==> src/rtl/lcg_stim_gen.sv <==
`default_nettype none
// ============================================================================
// Module      : lcg_stim_gen
// Description : Seeded, replayable stimulus source. A 32-bit LCG fills a
//               WIDTH-bit word one 32-bit chunk per clock; each completed
//               word is offered on a valid/ready handshake. A run emits a
//               programmed number of words and then parks in DONE.
// Revision    : 1.0 - initial release
// ============================================================================
module lcg_stim_gen #(
  parameter int WIDTH = 132,
  parameter int CNT_W = 16
) (
  input  logic             clk,
  input  logic             rst,
  input  logic             seed_load,
  input  logic [31:0]      seed,
  input  logic             start,
  input  logic [CNT_W-1:0] cycles,
  output logic             out_valid,
  input  logic             out_ready,
  output logic [WIDTH-1:0] out_data,
  output logic             busy,
  output logic             done,
  output logic [CNT_W-1:0] word_count
);

  // Number of 32-bit chunks per word and the width of the chunk index.
  localparam int NCH  = (WIDTH + 31) / 32;
  localparam int CH_W = (NCH > 1) ? $clog2(NCH) : 1;

  localparam logic [CH_W-1:0] LAST_CHUNK = CH_W'(NCH - 1);
  localparam logic [31:0]     LCG_MUL    = 32'h41C6_4E6D;
  localparam logic [31:0]     LCG_INC    = 32'h0000_3039;

  // One 32-bit lane aligned at bit 0; shifted up to the active chunk. For the
  // last chunk the upper lane bits fall off the top, so only the remaining
  // WIDTH-32*(NCH-1) LSBs are written.
  localparam logic [WIDTH-1:0] LANE_MASK = WIDTH'(32'hFFFF_FFFF);

  typedef enum logic [1:0] {
    ST_IDLE    = 2'd0,
    ST_FILL    = 2'd1,
    ST_PRESENT = 2'd2,
    ST_DONE    = 2'd3
  } state_t;

  state_t            state_q, state_d;
  logic [31:0]       rng_q, rng_d;
  logic [WIDTH-1:0]  data_q, data_d;
  logic [CH_W-1:0]   chunk_q, chunk_d;
  logic [CNT_W-1:0]  count_q, count_d;
  logic [CNT_W-1:0]  cycles_q, cycles_d;
  logic              valid_q, valid_d;

  logic [31:0]       w_lcg_next;
  logic [WIDTH-1:0]  w_lane_data;
  logic [WIDTH-1:0]  w_lane_mask;
  logic [CH_W+4:0]   w_lane_shift;
  logic [CNT_W-1:0]  w_count_inc;

  // Next LCG value; the multiply is naturally truncated to 32 bits (mod 2^32).
  assign w_lcg_next = rng_q * LCG_MUL + LCG_INC;

  // The LCG value replicated across every chunk position, so the masked merge
  // below only needs a shifted mask rather than a shifted data path.
  for (genvar b = 0; b < WIDTH; b++) begin : g_lane
    assign w_lane_data[b] = w_lcg_next[b % 32];
  end

  assign w_lane_shift = {chunk_q, 5'b00000};
  assign w_lane_mask  = LANE_MASK << w_lane_shift;
  assign w_count_inc  = count_q + CNT_W'(1);

  // State and datapath registers; asynchronous reset clears everything,
  // including the generator state, so a new run must reload the seed.
  always_ff @(posedge clk or posedge rst) begin
    if (rst) begin
      state_q  <= ST_IDLE;
      rng_q    <= '0;
      data_q   <= '0;
      chunk_q  <= '0;
      count_q  <= '0;
      cycles_q <= '0;
      valid_q  <= 1'b0;
    end else begin
      state_q  <= state_d;
      rng_q    <= rng_d;
      data_q   <= data_d;
      chunk_q  <= chunk_d;
      count_q  <= count_d;
      cycles_q <= cycles_d;
      valid_q  <= valid_d;
    end
  end

  // Next-state and datapath update; every register holds unless told otherwise.
  always_comb begin
    state_d  = state_q;
    rng_d    = rng_q;
    data_d   = data_q;
    chunk_d  = chunk_q;
    count_d  = count_q;
    cycles_d = cycles_q;
    valid_d  = valid_q;

    case (state_q)
      ST_IDLE, ST_DONE: begin
        // seed_load is evaluated first so a same-cycle start uses the new seed.
        if (seed_load) begin
          rng_d   = seed;
          state_d = ST_IDLE;
        end
        if (start) begin
          count_d  = '0;
          chunk_d  = '0;
          cycles_d = cycles;
          state_d  = (cycles == '0) ? ST_DONE : ST_FILL;
        end
      end

      ST_FILL: begin
        rng_d  = w_lcg_next;
        data_d = (data_q & ~w_lane_mask) | (w_lane_data & w_lane_mask);
        if (chunk_q == LAST_CHUNK) begin
          chunk_d = '0;
          valid_d = 1'b1;
          state_d = ST_PRESENT;
        end else begin
          chunk_d = chunk_q + CH_W'(1);
        end
      end

      ST_PRESENT: begin
        // Word and valid hold steady until the consumer takes the word.
        if (out_ready) begin
          count_d = w_count_inc;
          valid_d = 1'b0;
          chunk_d = '0;
          state_d = (w_count_inc == cycles_q) ? ST_DONE : ST_FILL;
        end
      end

      default: begin
        state_d = ST_IDLE;
      end
    endcase
  end

  assign out_valid  = valid_q;
  assign out_data   = data_q;
  assign busy       = (state_q == ST_FILL) || (state_q == ST_PRESENT);
  assign done       = (state_q == ST_DONE);
  assign word_count = count_q;

endmodule
`default_nettype wire

==> config.mk <==
export PLATFORM = sky130hd
export DESIGN_NAME = lcg_stim_gen
export DESIGN_NICKNAME = d
export VERILOG_FILES = /design/src/rtl/lcg_stim_gen.sv
export SDC_FILE = /design/constraint.sdc
export NUM_CORES = 1
export LEC_CHECK = 0
export BUFFER_PORTS_ARGS = -buffer_cell sky130_fd_sc_hd__buf_2
export CORE_MARGIN = 2
export CORE_UTILIZATION = 25
export CTS_CLUSTER_SIZE = 10
export DETAILED_ROUTE_END_ITERATION = 6
export PLACE_DENSITY = 0.46
export SLEW_MARGIN = 5
export SYNTH_ARGS = -nofsm -noshare
export SYNTH_HDL_FRONTEND = slang
export SYNTH_SLANG_ARGS = --single-unit
==> constraint.sdc <==
create_clock -name clk -period 6.5 [get_ports clk]
set_input_delay 1.3 -clock clk [delete_from_list [all_inputs] [get_ports clk]]
set_output_delay 1.3 -clock clk [all_outputs]
set_load 0.01 [all_outputs]
==> reports/results.ini <==
[synthesis]
synth_cells = 1783
synth_edf_count = 0
ys_seq_elements = 202
async_flop_share_pct = 100.0
synth_area_um2 = 17520
synth_fp_nets = 2239
ys_seq_area_share_pct = 28.85
synth_top_area_cell = dfrtp_1
dominantRegCellSynth = dfrtp_1
synthTopCellsByArea = dfrtp_1 (29%), fa_1 (21%), ha_1 (15%)
yosysMostFrequentCell = inv_1
ys_types = 61
synth.avg_cell_area_um2 = 9.828
yosysWarnings = 0
synthTopCellsByCount = inv_1 (421), ha_1 (215), dfrtp_1 (202)
synth_top_area_share_pct = 28.85

[worst_setup_path]
cp_max_fo = 6
critPathCaptureType = register
crit_required_ns = 6.92
critPathArrivalTime_ns = 6.94
path_class = register to register
start_kind = register

[drt]
wirelength_um = 56090
ant_nets = 0
vias = 13240
dr.pass1.iters = 5
drc_errors = 0
drt-initial-drc-count = 475
viasPerCell = 4.272
post_drt_wl_per_cell_um = 18.10

[sta]
post-route-min-period_ns = 6.520
fin_ws_ns = -0.02002
final-max-slew-violation-count = 0
rsz0062_at_grt = true
fin_skew_ns = 0.01821
maxSlewHeadroom_pct = 21.32
timing.final.crit_share_pct = 100.3
hold_violations = 0
max_freq_ghz = 0.1534
setup_viol = 1
tightest_slew_ns = 1.176

[clock_tree]
tritoncts_num_sinks = 202
cts_tree = yes
root_buffer = clkbuf_16
clkLatencyLatePin_ns = 0.55
path_clk_slew_ns = 0.05
cts_max_level = 1
clockBufferDepth = 3
cts-buffers-inserted = 27

[global_routing]
grt-ovfl-total = 0
grt_max_degree = 154
grt_pass1_wl_um = 86280
grt_antenna_before_repair = 5
track_usage_pct = 15.71
grt_pass1_vias = 14370

[die]
die_area_um2 = 72230
rows = 97
initial_core_util_pct = 25.15
num_io_pins = 204
core_area_um2 = 69660
die_h_um = 268.8
die_w_um = 268.8

[placed_design]
gp_congestion = 0.8766
dp_hpwl_um = 46180
io_buffers = 203

[cells_and_area]
final_nets = 2601
multiInputGateArea_um2 = 11320
nFillCells = 7330
regArea_um2 = 5066
drive_gt1_share_pct = 26.55
final_core_util_pct = 32.14
diodes = 0
synthToLayoutAreaGrowth_pct = 27.77

[flow_run]
drv_cap = 0

[outcome]
status = finished, violations left
violations = setup timing

[hold_path]
min_path_type = register to register

## area by class of cell
cell class              instances  share of cell area, %
well taps                     940                  5.253
flip-flops and latches        202                  22.63
multi-input cells            1114                  50.54
inverters                     421                  7.075
clock buffers                  36                  3.392
clock inverters                 6                 0.4135
repair buffers                379                  10.70
## logic make-up (layout without fill, tap and decap cells)
kind of cell / Yosys count / after routing / share of synthesized area [%]
adder cells (fa/ha/maj): 403 / 403 / 36.83
XOR/XNOR: 89 / 89 / 4.448
flip-flops: 202 / 202 / 28.85
AO/OA/AOI/OAI: 297 / 297 / 10.14
AND/OR/NAND/NOR: 287 / 287 / 7.333
multiplexers: 38 / 38 / 2.392
buffers and inverters: 467 / 842 / 10.01
## metrics by stage
stage	instance area (µm²)	hold WS, ns	worst slack, ns	cells	TNS, ns
after global placement	20770	0.4614	-0.3007	3039	-10.91
after floorplan	17530	0.4797	0.01206	1783	0
after global routing	22390	0.4993	-0.2287	3098	-4.580
final	22390	0.4721	-0.02002	3098	-0.02002
after CTS	21990	0.4779	-0.05150	3084	-0.2049
after detailed placement	20770	0.4655	-0.3898	3039	-15.13
## final timing paths
path | slack (ns) | depth (start not counted) | from | to
setup / recovery | -0.02 | 24 | rng_q[8] | rng_q[23]
hold / removal | 0.47 | 2 | register | register
setup reg to reg | -0.02 | 24 | rng_q[8] | rng_q[23]
hold reg to reg | 0.47 | 2 | register | register
max in group asynchronous | 4.06 | 3 | rst | rng_q[8]
min in group asynchronous | 1.02 | 2 | rst | asynchronous set/reset pin
## critical path, cell delays in order, from the launching register on
cell and delay (ns):
dfrtp_2 0.47, buf_6 0.15, ha_4 0.17, xor2_2 0.18, ha_1 0.18, a21o_1 0.17, fa_1 0.54, fa_1 0.45
ha_1 0.31, ha_1 0.30, fa_1 0.54, inv_1 0.05, fa_1 0.54, inv_1 0.05, ha_2 0.34, a21oi_2 0.18
o21ai_2 0.09, o221a_4 0.26, o31ai_4 0.27, o21ai_4 0.16, buf_4 0.16, a21o_1 0.16, a211o_1 0.31, a311oi_1 0.28
a21oi_1 0.07
## repair_timing
action                                  CTS  global route
pin swaps                                28            45
gates resized for setup                  65            92
endpoints found under the setup margin   67            66
setup buffers                             3            15
hold buffers                              0             0
## metal layers
| metal | GRT usage, % | up-vias | share of wire (%) |
|---|---|---|---|
| met5 | 0 | - | 0.071 |
| met4 | 3.018 | 6 | 1.9 |
| met3 | 3.114 | 64 | 5.4 |
| met2 | 26.59 | 264 | 49 |
| met1 | 20.87 | 6583 | 44 |
| li1 | - | 6319 | - |
## cells in the final DEF, fill, tap and decap left out, types with 10 or more instances in the layout
| master | instances |
|---|---|
| inv_1 | 413 |
| buf_2 | 203 |
| dfrtp_1 | 193 |
| ha_1 | 185 |
| fa_1 | 176 |
| nand2_1 | 165 |
| buf_4 | 163 |
| o21ai_0 | 138 |
| xnor2_1 | 56 |
| nor2_1 | 31 |
| a21oi_1 | 31 |
| mux2_2 | 31 |
| clkbuf_16 | 27 |
| xor2_1 | 22 |
| o21ai_1 | 22 |
| ha_4 | 21 |
| a21o_1 | 19 |
| nand3_1 | 17 |
| and3_1 | 14 |
| a21oi_2 | 13 |
| fa_2 | 12 |
| buf_6 | 12 |
| nor2b_1 | 10 |
| o21ai_2 | 10 |
Power is left out: the tool's default activity adds up to more than one toggle a clock period on the data nets, which glitch-free logic cannot reach.
